===== config.mk =====
export PLATFORM = sky130hd
export DESIGN_NAME = apu_frame_sequencer
export DESIGN_NICKNAME = d
export VERILOG_FILES = /design/src/rtl/apu_pkg.sv /design/src/rtl/apu_trigger_ctrl.sv /design/src/rtl/apu_frame_sequencer.sv
export SDC_FILE = /design/constraint.sdc
export NUM_CORES = 1
export LEC_CHECK = 0
export CORE_ASPECT_RATIO = 1.5
export CORE_MARGIN = 2
export CORE_UTILIZATION = 30
export CTS_BUF_LIST = sky130_fd_sc_hd__clkbuf_4
export DETAILED_ROUTE_END_ITERATION = 16
export HOLD_SLACK_MARGIN = 0.05
export RECOVER_POWER = 100
export SYNTH_ARGS = -nofsm -noshare
export SYNTH_HDL_FRONTEND = slang
export SYNTH_SLANG_ARGS = --single-unit

===== constraint.sdc =====
create_clock -name clk -period 3.79 [get_ports clk]
set_input_delay 0.5685 -clock clk [delete_from_list [all_inputs] [get_ports clk]]
set_output_delay 0.5685 -clock clk [all_outputs]
set_load 0.02 [all_outputs]

===== src/rtl/apu_pkg.sv =====
// apu_pkg -- constants and helpers shared by the APU frame sequencer and
// the channel generators.
//   LEN_STEP_MASK / SWEEP_STEP_MASK / ENV_STEP_MASK : one bit per sequencer
//     step (bit n = step n) marking the steps that fire each strobe.
//   NUM_CH          : number of sound channels.
//   CLK_DIV_DEFAULT : default clk cycles per 512 Hz sequencer step.
package apu_pkg;

  localparam logic [7:0]  LEN_STEP_MASK   = 8'b0101_0101;
  localparam logic [7:0]  SWEEP_STEP_MASK = 8'b0100_0100;
  localparam logic [7:0]  ENV_STEP_MASK   = 8'b1000_0000;

  localparam int unsigned NUM_CH          = 4;
  localparam int unsigned CLK_DIV_DEFAULT = 8192;

  typedef struct packed {
    logic len;
    logic sweep;
    logic env;
  } seq_strobe_t;

  // Strobes fired by the given sequencer step.
  function automatic seq_strobe_t decode_step(input logic [2:0] s);
    seq_strobe_t r;
    r.len   = LEN_STEP_MASK[s];
    r.sweep = SWEEP_STEP_MASK[s];
    r.env   = ENV_STEP_MASK[s];
    return r;
  endfunction

endpackage


===== src/rtl/apu_trigger_ctrl.sv =====
// apu_trigger_ctrl -- per-channel trigger edge detection and playing status.
// Ports:
//   clk, reset        : clock, synchronous active-high reset
//   master_en         : APU power; 0 clears outputs and ignores events
//   trigger_in[N]     : level-sensitive initialize bits
//   length_expire[N]  : one-cycle length-counter expiry pulses
//   trig_pulse[N]     : one-cycle strobe on a trigger rising edge
//   ch_active[N]      : channel playing status
module apu_trigger_ctrl
  import apu_pkg::*;
#(
  parameter int unsigned N = NUM_CH
) (
  input  logic         clk,
  input  logic         reset,
  input  logic         master_en,
  input  logic [N-1:0] trigger_in,
  input  logic [N-1:0] length_expire,
  output logic [N-1:0] trig_pulse,
  output logic [N-1:0] ch_active
);

  logic [N-1:0] trig_prev;
  logic [N-1:0] trig_edge;

  assign trig_edge = trigger_in & ~trig_prev;

  // Edge history keeps tracking while powered down, so a trigger held high
  // across power-up does not register as a fresh edge.
  always_ff @(posedge clk) begin
    if (reset) trig_prev <= '0;
    else       trig_prev <= trigger_in;
  end

  // A trigger edge wins over a coincident length expiry.
  always_ff @(posedge clk) begin
    if (reset || !master_en) begin
      trig_pulse <= '0;
      ch_active  <= '0;
    end else begin
      trig_pulse <= trig_edge;
      ch_active  <= trig_edge | (ch_active & ~length_expire);
    end
  end

endmodule


===== src/rtl/apu_frame_sequencer.sv =====
// apu_frame_sequencer -- 512 Hz frame sequencer producing the length (256 Hz),
// sweep (128 Hz) and envelope (64 Hz) strobes, plus channel trigger control.
// Configuration macro: APU_SEQ_EXT_TICK_EN -- when defined, steps are driven
// by tick_512_in (gated by master_en) instead of the internal prescaler.
// Ports:
//   clk, reset     : clock, synchronous active-high reset
//   master_en      : APU power; 0 halts and clears the block
//   tick_512_in    : external step request (APU_SEQ_EXT_TICK_EN only)
//   trigger_in[4]  : per-channel initialize bits (level)
//   length_expire[4]: per-channel length expiry pulses
//   length_tick, sweep_tick, env_tick : registered one-cycle strobes
//   step[3]        : index of the next step to execute
//   trig_pulse[4]  : one-cycle trigger strobes
//   ch_active[4]   : per-channel playing status
module apu_frame_sequencer
  import apu_pkg::*;
#(
  parameter int unsigned CLK_DIV = CLK_DIV_DEFAULT
) (
  input  logic              clk,
  input  logic              reset,
  input  logic              master_en,
  input  logic              tick_512_in,
  input  logic [NUM_CH-1:0] trigger_in,
  input  logic [NUM_CH-1:0] length_expire,
  output logic              length_tick,
  output logic              sweep_tick,
  output logic              env_tick,
  output logic [2:0]        step,
  output logic [NUM_CH-1:0] trig_pulse,
  output logic [NUM_CH-1:0] ch_active
);

  logic        step_tick;
  seq_strobe_t strobe_next;

`ifdef APU_SEQ_EXT_TICK_EN
  localparam int unsigned UNUSED_CLK_DIV = CLK_DIV;

  assign step_tick = tick_512_in & master_en;
`else
  localparam logic [15:0] PRESC_TOP = 16'(CLK_DIV - 1);

  logic [15:0] presc;
  logic        unused_tick_512_in;

  assign unused_tick_512_in = tick_512_in;
  assign step_tick          = master_en && (presc == PRESC_TOP);

  always_ff @(posedge clk) begin
    if (reset || !master_en) presc <= '0;
    else if (step_tick)      presc <= '0;
    else                     presc <= presc + 16'd1;
  end
`endif

  assign strobe_next = decode_step(step);

  // Strobes decode the step being executed; step then points at the next one.
  always_ff @(posedge clk) begin
    if (reset || !master_en) begin
      step        <= '0;
      length_tick <= 1'b0;
      sweep_tick  <= 1'b0;
      env_tick    <= 1'b0;
    end else begin
      length_tick <= step_tick & strobe_next.len;
      sweep_tick  <= step_tick & strobe_next.sweep;
      env_tick    <= step_tick & strobe_next.env;
      if (step_tick) step <= step + 3'd1;
    end
  end

  apu_trigger_ctrl #(
    .N (NUM_CH)
  ) u_trigger_ctrl (
    .clk           (clk),
    .reset         (reset),
    .master_en     (master_en),
    .trigger_in    (trigger_in),
    .length_expire (length_expire),
    .trig_pulse    (trig_pulse),
    .ch_active     (ch_active)
  );

endmodule


### After elaboration in Yosys (flattened, before gate mapping)

Memory sizes are Yosys's and may differ from the RTL's. A register that Yosys moved wholly into a read port is not among the register bits.
Index checks and enable logic that the tools add are counted.

| word-level totals | value |
|---|---|
| bits in registers | 34 |
| bits in read-only memories | 24 |
| output and inout bits | 14 |
| memories | 3 |

Memory list:

| name | words | width | rd ports | clocked after memory_dff | write ports | RTL line | source |
|---|---|---|---|---|---|---|---|
| (name not given) | 8 | 1 | 1 | 1 | 0 | apu_pkg.sv:27 | `r.env = ENV_STEP_MASK[s];` |
| (name not given) | 8 | 1 | 1 | 1 | 0 | apu_pkg.sv:26 | `r.sweep = SWEEP_STEP_MASK[s];` |
| (name not given) | 8 | 1 | 1 | 1 | 0 | apu_pkg.sv:25 | `r.len = LEN_STEP_MASK[s];` |

| cells by class | value |
|---|---|
| add/subtract/negate cells | 2 |
| magnitude comparators | 1 |
| equal/unequal tests | 1 |
| multiplexer cells | 9 |
| bitwise logic cells | 8 |
| reduce and logical (&&, ||, !) cells | 4 |

Operators with widths:

| operator | number |
|---|---|
| 3-bit two-way mux | 6 |
| 16-bit by 1-bit adder with 16-bit output, second input constant | 1 |
| 16-bit by 13-bit equality test with 1-bit output, second input constant | 1 |
| 4-bit AND | 2 |
| 4-bit NOT | 2 |
| 3-bit by 4-bit < comparator with 1-bit output, second input constant | 1 |
| 4-bit bitwise OR | 1 |
| 3-bit by 1-bit adder with 3-bit output, second input constant | 1 |
| 1-bit AND | 3 |
| 1-bit two-way mux | 3 |
| 2-bit OR reduction | 1 |
| 1-bit logical AND | 1 |
| 1-bit logical NOT | 1 |
| 1-bit logical OR | 1 |

### Depth between registers and ports, before layout

Gate-level depths: netlist of run 1.

| logic depth | value |
|---|---|
| word-level depth | 4 |
| depth in mapped cells | 6 |

### By module

A second synthesis of run 1 with hierarchy kept.

| second synthesis, totals | value |
|---|---|
| cell total of the unflattened synthesis | 153 |
| area, all modules | 1519.0 µm² |

By module, submodules not included:

| module | times used | cells an instance | area each (µm²) | seq. area each (µm²) |
|---|---|---|---|---|
| apu_frame_sequencer | 1 | 119 | 1099.8 | 500.5 |
| apu_trigger_ctrl | 1 | 34 | 419.2 | 240.2 |

### Least setup slack after synthesis of run 1

No wires, ideal clock.

| path | value |
|---|---|
| path kind | in2reg |
| from | input port master_en |
| to | register presc[11] |
| data arrival time | 1.852 ns |
| required time | 3.675 ns |
| setup slack | 1.823 ns |
| stages on the path | 5 |
| buffers on the path | 1 |
| cells stage by stage | or4b_4 or4b_4 nand2_4 buf_8 nor2_1 |

| between the ends | value |
|---|---|
| longest elaborated chain between the ends | 3 |

RTL lines:

| what | RTL line | source |
|---|---|---|
| from (decl) | apu_frame_sequencer.sv:22 | `input logic master_en,` |
| 1-bit logical NOT | apu_frame_sequencer.sv:51 | `if (reset \|\| !master_en) presc <= '0;` |
| 1-bit logical OR | apu_frame_sequencer.sv:51 |  |
| 2-bit OR reduction (no line) (*) | -- |  |
| to (signal assigned) | apu_frame_sequencer.sv:53 | `else presc <= presc + 16'd1;` |
| to (decl) | apu_frame_sequencer.sv:44 | `logic [15:0] presc;` |

Mark *: on every way between the ends. The rest lies on a longest branch, timed or not.
A chain may end at the register's enable or synchronous reset.

### Worst setup path in the final report of run 1

| path | value |
|---|---|
| from | input port master_en |
| to | register step[2] |

| between the ends | value |
|---|---|
| longest elaborated chain between the ends | 2 |

RTL lines:

| what | RTL line | source |
|---|---|---|
| 1-bit logical NOT | apu_frame_sequencer.sv:61 | `if (reset \|\| !master_en) begin` |
| 1-bit logical OR | apu_frame_sequencer.sv:61 |  |
| to (signal assigned) | apu_frame_sequencer.sv:70 | `if (step_tick) step <= step + 3'd1;` |
| to (decl) | apu_frame_sequencer.sv:29 | `output logic [2:0] step,` |

Parallel ways exist; a longest one is shown, timed or not.

==> metrics.txt, run 1 <==
Worst Reg2Reg Path Length in Cells 4; PwrDens 362.2 mW/mm2; leakage 0.6919 nW; top_reg_cell synth dfxtp_1; hold path cells 1; HP Class flip-flop to flip-flop; Synth cell types 29; Setup crit end kind flip-flop; area of the multi-input gates 619.3 um2; Post-synth EDFFs 0; Placed Cells 225; clock sink total 37; # diodes 0; Crit path arrival time 3.03 ns; post-route ant nets 0; fin crit share 0.7365; Worst Clk Skew 0.006374 ns; status finished, final reports clean; Avg Inst Size Synth 10.17 um2; Sequential Area 740.7 um2; Final Max Tran Viols 0; unrepaired setup endpoints after global routing false; Post-Route Setup TNS 0 ns; setup bufs post-CTS 0; Worst VDD drop 0.2372 mV; die width 60.45 um; global-route wire length before repair 4857 um; largest net degree at the start of global routing 13; crit path time final 2.791 ns; Root Buffer clkbuf_4; gr ovfl total 0; CP startpoint kind primary input; critical path peak fanout 7; initial drt markers 18; crit-path cells dlygate4sd3_1 > or4b_1 > nor4_1 > a21oi_1 > a31o_2; Nets 182; post-DR vias/cell 4.618; Max clock buf depth 2; Max Cap Violations 0; FILL cells 490; Tot GR Track Use 0.1223; Final HPWL DP 2063 um; routed len/inst 11.97 um; FF+latch count, synth 37; Non-Filler Instances 233; worst slew pin tran 1.112 ns; R2R setup slack 1.45 ns; CTS tree built; post-synth net total 155; initial cell density of the core 0.3131; cells after synthesis 141; port bufs 24; Clock transition at path regs 0.11 ns; crit path kind primary input to flip-flop; latest clock arrival within the worst-skew pair 0.34 ns; slowest stage delay, CP 0.95 ns; # IOs 26; final WL 2788 um; hold_buf cts 0; Yosys warning count 0; cts repair resizes 0; share of layout cells above drive strength 1 0.08284; Slowest-stage cell, CP nor4_1; Die Footprint 0.005360 mm2; vias in the first global route 1058; Die Y 88.67 um; initial antenna violation count 0; Final setup viols 0; DRC viols 0; num rows 30; core footprint 0.004579 mm2; Fmax 358.2 MHz; worst rel slew slack 0.2521; register area share after synthesis 0.5166; cts bufs inserted 5; cell area after synthesis 0.001434 mm2; area grow syn2layout 22.08%; H-tree depth 2; count of final hold-check violations 0; DR pass1 iterations 4; vias 1076; placer's final routability congestion estimate 0.8549; ys async rst share 0; WP data required 4.03 ns
-- cell usage in the layout, fill, tap and decap left out, types with 6 or more instances in the layout --
master and count:
clkdlybuf4s50_1 8, dfxtp_1 37, dlygate4sd3_1 16, nand2_1 9, nand3_1 6, nand4_1 10
nor2_1 17, xnor2_1 6, xor2_1 9
-- Yosys cell counts, types with 2 or more instances --
cell | instances | share of area
nor4_1 | 2 | 0.0087
ha_1 | 2 | 0.017
a31o_2 | 5 | 0.031
inv_1 | 4 | 0.010
a21oi_1 | 3 | 0.010
dfxtp_1 | 37 | 0.52
nor2b_1 | 5 | 0.022
nand3_1 | 6 | 0.021
nand2_1 | 8 | 0.021
clkbuf_1 | 3 | 0.0079
or4b_4 | 2 | 0.019
and2_1 | 4 | 0.017
xnor2_1 | 6 | 0.037
xor2_1 | 9 | 0.055
nor3_1 | 2 | 0.0070
and3b_1 | 4 | 0.024
nand4_1 | 10 | 0.044
and4_1 | 3 | 0.018
nor2_1 | 16 | 0.042
-- metal layers --
metal / vias to the layer above / wire, um / GRT usage
li1: 543 / - / -
met1: 500 / 1137 / 0.1344
met2: 27 / 1420 / 0.2006
met3: 6 / 172 / 0.05117
met4: 0 / 58 / 0.05929
met5: - / 0 / 0
-- kinds of logic (layout without fill, tap and decap cells) --
family	after synthesis	after routing	share of synthesized area
DFF	37	37	0.5166
AOI/OAI and AO/OA	9	9	0.04625
xor gates and xnor gates	15	15	0.09163
and+or+nand+nor	69	69	0.2923
muxes	1	1	0.006981
adders and majority gates	2	2	0.01745
buffers and inverters	8	36	0.02879
-- critical path: cells and delay by family --
kind | cells | cell delay (ns)
AOI/OAI and AO/OA | 2 | 0.40
buffers and inverters | 1 | 0.63
and+or+nand+nor | 2 | 1.43
-- stage by stage --
stage | area, um2 | utilization | power [mW] | worst slack (ns) | hold WS [ns]
finish | 1750 | 0.3822 | 0.6339 | 0.9986 | 0.4435
global route | 1750 | 0.3822 | 0.6664 | 0.7787 | 0.4622
CTS | 1783 | 0.3893 | 0.6487 | 1.568 | 0.4513
detailed placement | 1728 | 0.3773 | 0.4471 | 1.193 | 0.4230
global placement | 1728 | 0.3773 | 0.4467 | 1.204 | 0.4113
floorplan | 1434 | - | 0.4272 | 1.823 | 0.4057
-- flip-flops by register name (all words and copies together), names as in the netlist, 3 cells and up --
| signal | count |
|---|---|
| presc | 16 |
| step | 3 |
| strobe_next | 3 |
| u_trigger_ctrl.ch_active | 4 |
| u_trigger_ctrl.trig_prev | 4 |
| u_trigger_ctrl.trig_pulse | 4 |
-- final cells by class --
class                           count  area share
Tap cell                           64     0.04575
Clock inverter                      3     0.01001
Sequential cell                    37      0.4232
Timing Repair Buffer               24      0.1372
Inverter                            4    0.008578
Multi-Input combinational cell     96      0.3538
Clock buffer                        5     0.02144
-- power breakdown --
part / internal (mW) / switching, mW / leakage, nW / total [mW]
sequential: 0.395 / 0.00292 / 0.300 / 0.398
clock: 0.0699 / 0.129 / 0.0310 / 0.199
combinational: 0.0191 / 0.0172 / 0.360 / 0.0364
total: 0.484 / 0.149 / 0.692 / 0.634
-- worst paths after layout --
kind                        startpoint              endpoint
min reg2reg  strobe_next[0]$_SDFF_PN0_   env_tick$_SDFF_PP0_
max                          master_en  step[2]$_SDFFE_PP0N_
min          strobe_next[0]$_SDFF_PN0_   env_tick$_SDFF_PP0_
max reg2reg       presc[13]$_SDFF_PP0_  step[2]$_SDFFE_PP0N_
Note: power is estimated with default switching activity, not from simulation.
==> run 2, diff against run 1 <==
clock period = 2.52 ns   (was 3.79 ns; I/O delays follow)
==> run 2 against run 1 <==
Net effect: clock power grew to 2.5 times the previous value; final cell count is 0.86% higher; routed wire length decreased by 1.5%; sequential power grew 51%; global-route usage is 0.46 points lower; setup slack got worse by 0.65 ns; power rose by 83%; worst hold slack got worse by 0.0086 ns; flip-flop and latch count did not move; sequential share of layout area shrank 1.8 points; critical endpoint is now length_tick$_SDFF_PP0_.
==> metrics.txt, run 2 (synthesis gave the netlist of run 1 again) <==
cts bufs inserted 5; global-route wire length before repair 4698 um; Fmax 460.1 MHz; Max Cap Violations 0; Worst VDD drop 0.3705 mV; Die Footprint 0.005360 mm2; Die Y 88.67 um; max FFs per register 16; clock sink total 37; Final HPWL DP 2070 um; Final setup viols 0; setup bufs post-CTS 0; Largest Register presc; die width 60.45 um; CP startpoint kind primary input; PwrDens 633.1 mW/mm2; most frequent cells in the layout dfxtp_1, nor2_1, dlygate4sd3_1; FF-to-FF End length_tick$_SDFF_PP0_; hold_buf cts 0; Pwr Total 1.157 mW; initial cell density of the core 0.3131; Final Max Tran Viols 0; share of layout cells above drive strength 1 0.09357; R2R setup slack 0.49 ns; port bufs 24; cts repair resizes 0; DR pass1 iterations 4; Most common cell on crit path or4b_1; # diodes 0; gr ovfl total 0; final WL 2746 um; leakage 0.7273 nW; unrepaired setup endpoints after global routing false; Slowest-stage cell, CP or4b_1; H-tree depth 2; worst r2r src presc[13]$_SDFF_PP0_; most common cell after layout, fill and taps aside dfxtp_1; initial antenna violation count 0; vias in the first global route 1095; WP data required 2.81 ns; Clock transition at path regs 0.11 ns; Max clock buf depth 2; CP Launch Point master_en; Tot GR Track Use 0.1177; worst slew pin tran 0.4670 ns; num rows 30; crit path kind primary input to flip-flop; crit path time final 2.174 ns; Root Buffer clkbuf_4; Setup crit end kind flip-flop; vias 1082; area grow syn2layout 27.49%; latest clock arrival within the worst-skew pair 0.34 ns; # IOs 26; core footprint 0.004579 mm2; critical path peak fanout 5; Worst Clk Skew 0.005505 ns; post-route ant nets 0; Nets 184; Critical Path End length_tick$_SDFF_PP0_; worst rel slew slack 0.6887; largest net degree at the start of global routing 13; DRC viols 0; Post-Route Setup TNS 0 ns; routed len/inst 11.69 um; placer's final routability congestion estimate 0.8203; fin crit share 0.8625; HP Class flip-flop to flip-flop; status finished, final reports clean; post-DR vias/cell 4.604; crit-path cells dlygate4sd3_1 > or4b_1 > or4b_1 > nor2_1 > and2_0; count of final hold-check violations 0; CTS tree built; slowest stage delay, CP 0.68 ns; initial drt markers 9; Worst Reg2Reg Path Length in Cells 4; Crit path arrival time 2.46 ns
[run 2: cell types whose count changed in the layout (fill, tap and decap cells not counted)]
cell	delta
bufinv_16	+2
clkbuf_1	+2
and2_0	+1
and2_1	-1
clkinv_2	-1
clkinvlp_4	-1
nand2_1	-1
nand2_4	+1
nor4_1	-1
nor4_4	+1
[run 2: metrics by stage]
stage | utilization | hold slack (ns) | worst slack, ns | instance area, um2 | cells
2_1_floorplan | - | 0.4057 | 0.7258 | 1434 | 141
3_3_place_gp | 0.3806 | 0.4096 | 0.2293 | 1743 | 227
3_5_place_dp | 0.3806 | 0.4121 | 0.1953 | 1743 | 227
4_1_cts | 0.4030 | 0.4386 | 0.5736 | 1846 | 235
5_1_grt | 0.3992 | 0.4547 | 0.2554 | 1828 | 235
6_report | 0.3992 | 0.4349 | 0.3465 | 1828 | 235
[run 2: cell type report]
| type | count | area [um2] |
|---|---|---|
| clock buffers | 5 | 37.54 |
| clock inverters | 3 | 65.06 |
| fillers | 477 | 2751 |
| inverters | 4 | 15.01 |
| multi-input cells | 96 | 641.9 |
| flip-flops and latches | 37 | 740.7 |
| well taps | 64 | 80.08 |
| repair buffers | 26 | 247.7 |
[run 2: how the worst min path moves through the flow]
stage                               from             endpoint  slack, ns  depth (start not counted)
4_1_cts        strobe_next[0]$_SDFF_PN0_  env_tick$_SDFF_PP0_       0.44                          1
3_5_place_dp   strobe_next[0]$_SDFF_PN0_  env_tick$_SDFF_PP0_       0.41                          1
2_1_floorplan  strobe_next[0]$_SDFF_PN0_  env_tick$_SDFF_PP0_       0.41                          1
5_1_grt        strobe_next[0]$_SDFF_PN0_  env_tick$_SDFF_PP0_       0.45                          1
3_3_place_gp   strobe_next[0]$_SDFF_PN0_  env_tick$_SDFF_PP0_       0.41                          1
6_report       strobe_next[0]$_SDFF_PN0_  env_tick$_SDFF_PP0_       0.43                          1
[run 2: critical path, delay by kind of cell]
| family | cells | cell delay, ns |
|---|---|---|
| simple gates | 4 | 1.55 |
| buf+inv | 1 | 0.54 |
[run 2: per-layer routing]
metal / GRT usage / part of all wire / up-vias
met5: 0 / 0 / -
met4: 0.05336 / 0.023 / 0
met3: 0.03947 / 0.050 / 5
met2: 0.2036 / 0.52 / 26
met1: 0.1274 / 0.40 / 505
li1: - / - / 546
[run 2: power breakdown]
part	internal [mW]	total (mW)	switching (mW)
sequential	0.595	0.599	0.00442
clock	0.307	0.501	0.194
combinational	0.0298	0.0567	0.0269
total	0.931	1.16	0.226
==> run 3, diff against run 2 <==
ABC_AREA = 0   (was not set)
==> results of run 3 <==
The final DEF is identical to that of run 2; final timing and power are the same.
==> edit: new RTL, settings of run 2 <==
Register the output `trig_pulse`, without a reset; this adds one clock of latency there. The other outputs are not delayed to match. Comments in the files are not updated.
--- a/src/rtl/apu_frame_sequencer.sv
+++ b/src/rtl/apu_frame_sequencer.sv
@@ -30,6 +30,8 @@
   output logic [NUM_CH-1:0] trig_pulse,
   output logic [NUM_CH-1:0] ch_active
 );
+
+  logic [NUM_CH-1:0] trig_pulse_d;
 
   logic        step_tick;
   seq_strobe_t strobe_next;
@@ -79,9 +81,13 @@
     .master_en     (master_en),
     .trigger_in    (trigger_in),
     .length_expire (length_expire),
-    .trig_pulse    (trig_pulse),
+    .trig_pulse    (trig_pulse_d),
     .ch_active     (ch_active)
   );
 
+  always_ff @(posedge clk) begin
+    trig_pulse <= trig_pulse_d;
+  end
+
 endmodule
 
Check against the original RTL: not equivalent (Yosys sat finds a counterexample within 4 cycles, from zero or initial values and one cycle with reset high).
==> edit against run 2 <==
- total power is 12% lower
- utilization is 1.4 points lower
- wire length is 7.4% lower
- clock skew is 0.00092 ns higher
- critical path type unchanged
- largest power group unchanged
- area after synthesis is 3.5% higher
- worst setup slack better by 0.17 ns
- cell area is 1.2% higher
- sequential share of layout area is 3.8 points higher
- sequential cell count is 4 higher
==> edit: results (changes against run 2) <==
outcome:
  status: "completed"
cts:
  cts.repair.resized: 0  # unchanged
  cts_htree_levels: 2  # unchanged
  post_cts_buffers: 0  # unchanged
  clk_pin_slew_ns: 0.11  # about the same
  cts_made_buffers: 5  # unchanged
  clockRootBuffer: "clkbuf_4"
  clk_latency_ns: 0.34  # about the same
  clockBufferDepth: 2  # unchanged
layout:
  fin_cells: 240  # +2.1%
  largest_register: "presc"
  drive_gt1_share_pct: 7.471  # -1.9 points
  largest_register_ffs: 16  # unchanged
  filler_cell_count: 508  # +6.5%
  diodes: 0  # unchanged
  final_net_count: 188  # +2.2%
place:
  hpwl_um: 1917  # -7.4%
  portBuffers: 24  # unchanged
  dp.cells: 233  # +2.6%
  gp_congestion: 0.7340  # -11%
synthesis:
  synthTopCellsByArea: "dfxtp_1 (55%), xor2_1 (5.3%), nor2_1 (4.3%)"
  synth_area_per_cell_um2: 10.31  # +1.3%
  async_flop_share_pct: 0  # unchanged
  synth_common_cells: "dfxtp_1 (41), nor2_1 (17), nand2_1 (9), nand4_1 (9), xor2_1 (9)"
  ys.flop_type: "dfxtp_1"
  syn_nets: 158  # +1.9%
  synth_cell_types: 28  # -3.4%
  ys_seq_area_share_pct: 55.31  # +3.7 points
routing:
  vias_per_cell: 4.488  # -2.5%
  drt_first_iter_violations: 15  # +6
  wirelength_um: 2544  # -7.4%
  first_pass_iters: 4  # unchanged
sta:
  finClkSkew_ns: 0.006430  # +0.0009245 ns
  max_slew_margin_pct: 68.68  # -0.19 points
  setup-violations-final: 0  # unchanged
setup_path:
  cp_slowest_stage_delay_ns: 0.55  # -0.13 ns
  critical_path_arrival_ns: 2.25  # -0.21 ns
  critPathTopFamily: "simple AND/OR/NAND/NOR gates"
  cp_max_fo: 7  # +2
  critPathSlowestCell: "dlygate4sd3_1"
  reg2reg_slack_ns: 0.67  # +0.18 ns
power_and_ir_drop:
  p_leak_nw: 0.7359  # +1.2%
  ir_drop_mv: 0.3691  # -0.36%
global_route:
  antenna_found_initial: 0  # unchanged
  globalRouteTotalUtil_pct: 11.14  # -0.63 points
  grt_first_pass_wirelength_um: 4685  # -0.28%
  grt_max_degree: 13  # unchanged
  grt_pass1_vias: 1076  # -1.7%
min_path:
  worstHoldPathType: "reg -> reg"
## edit: layer usage
metal  GRT usage [%]  routed length [um]  vias to the layer above
met3           2.878                  98                        5
met5               0                   0                        -
li1                -                   -                      557
met2           18.26                1359                       20
met4           6.383                  76                        0
met1           12.39                1009                      495
## edit: area by class of cell
| type | count | share of cell area [%] |
|---|---|---|
| Sequential cell | 41 | 44.35 |
| Clock inverter | 2 | 0.6085 |
| Multi-Input combinational cell | 95 | 33.94 |
| Timing Repair Buffer | 27 | 13.79 |
| Tap cell | 66 | 4.462 |
| Inverter | 4 | 0.8114 |
| Clock buffer | 5 | 2.028 |
## edit: power by group
part / internal (W) / switching, W
Combinational: 0.0000302 / 0.0000258
Sequential: 0.000660 / 0.00000422
Clock: 0.000100 / 0.000198
Total: 0.000791 / 0.000228
## edit: cells by family after synthesis
group / after synthesis / share of synthesized area, %
compound gates: 9 / 4.469
xor+xnor: 15 / 8.854
fa+ha+maj: 2 / 1.686
buf+inv: 8 / 2.107
flops: 41 / 55.31
mux: 1 / 0.6746
simple gates: 68 / 26.90
## edit: final timing paths
path                                      from             to  cells past startpoint
hold / removal    u_trigger_ctrl.trig_pulse[3]  trig_pulse[3]                      0
setup reg to reg                     presc[14]        step[2]                      4
setup / recovery                     master_en        step[2]                      5
hold reg to reg   u_trigger_ctrl.trig_pulse[3]  trig_pulse[3]                      0
## edit: stage by stage
step	utilization, %	setup WS [ns]	cell area (um2)	hold WS [ns]
finish	38.48	0.5140	1851	0.3392
detailed placement	37.70	0.2390	1813	0.3132
floorplan	-	0.8479	1484	0.3096
CTS	38.71	0.6129	1862	0.3422
global placement	37.70	0.2662	1813	0.3113
global route	38.48	0.4401	1851	0.3551
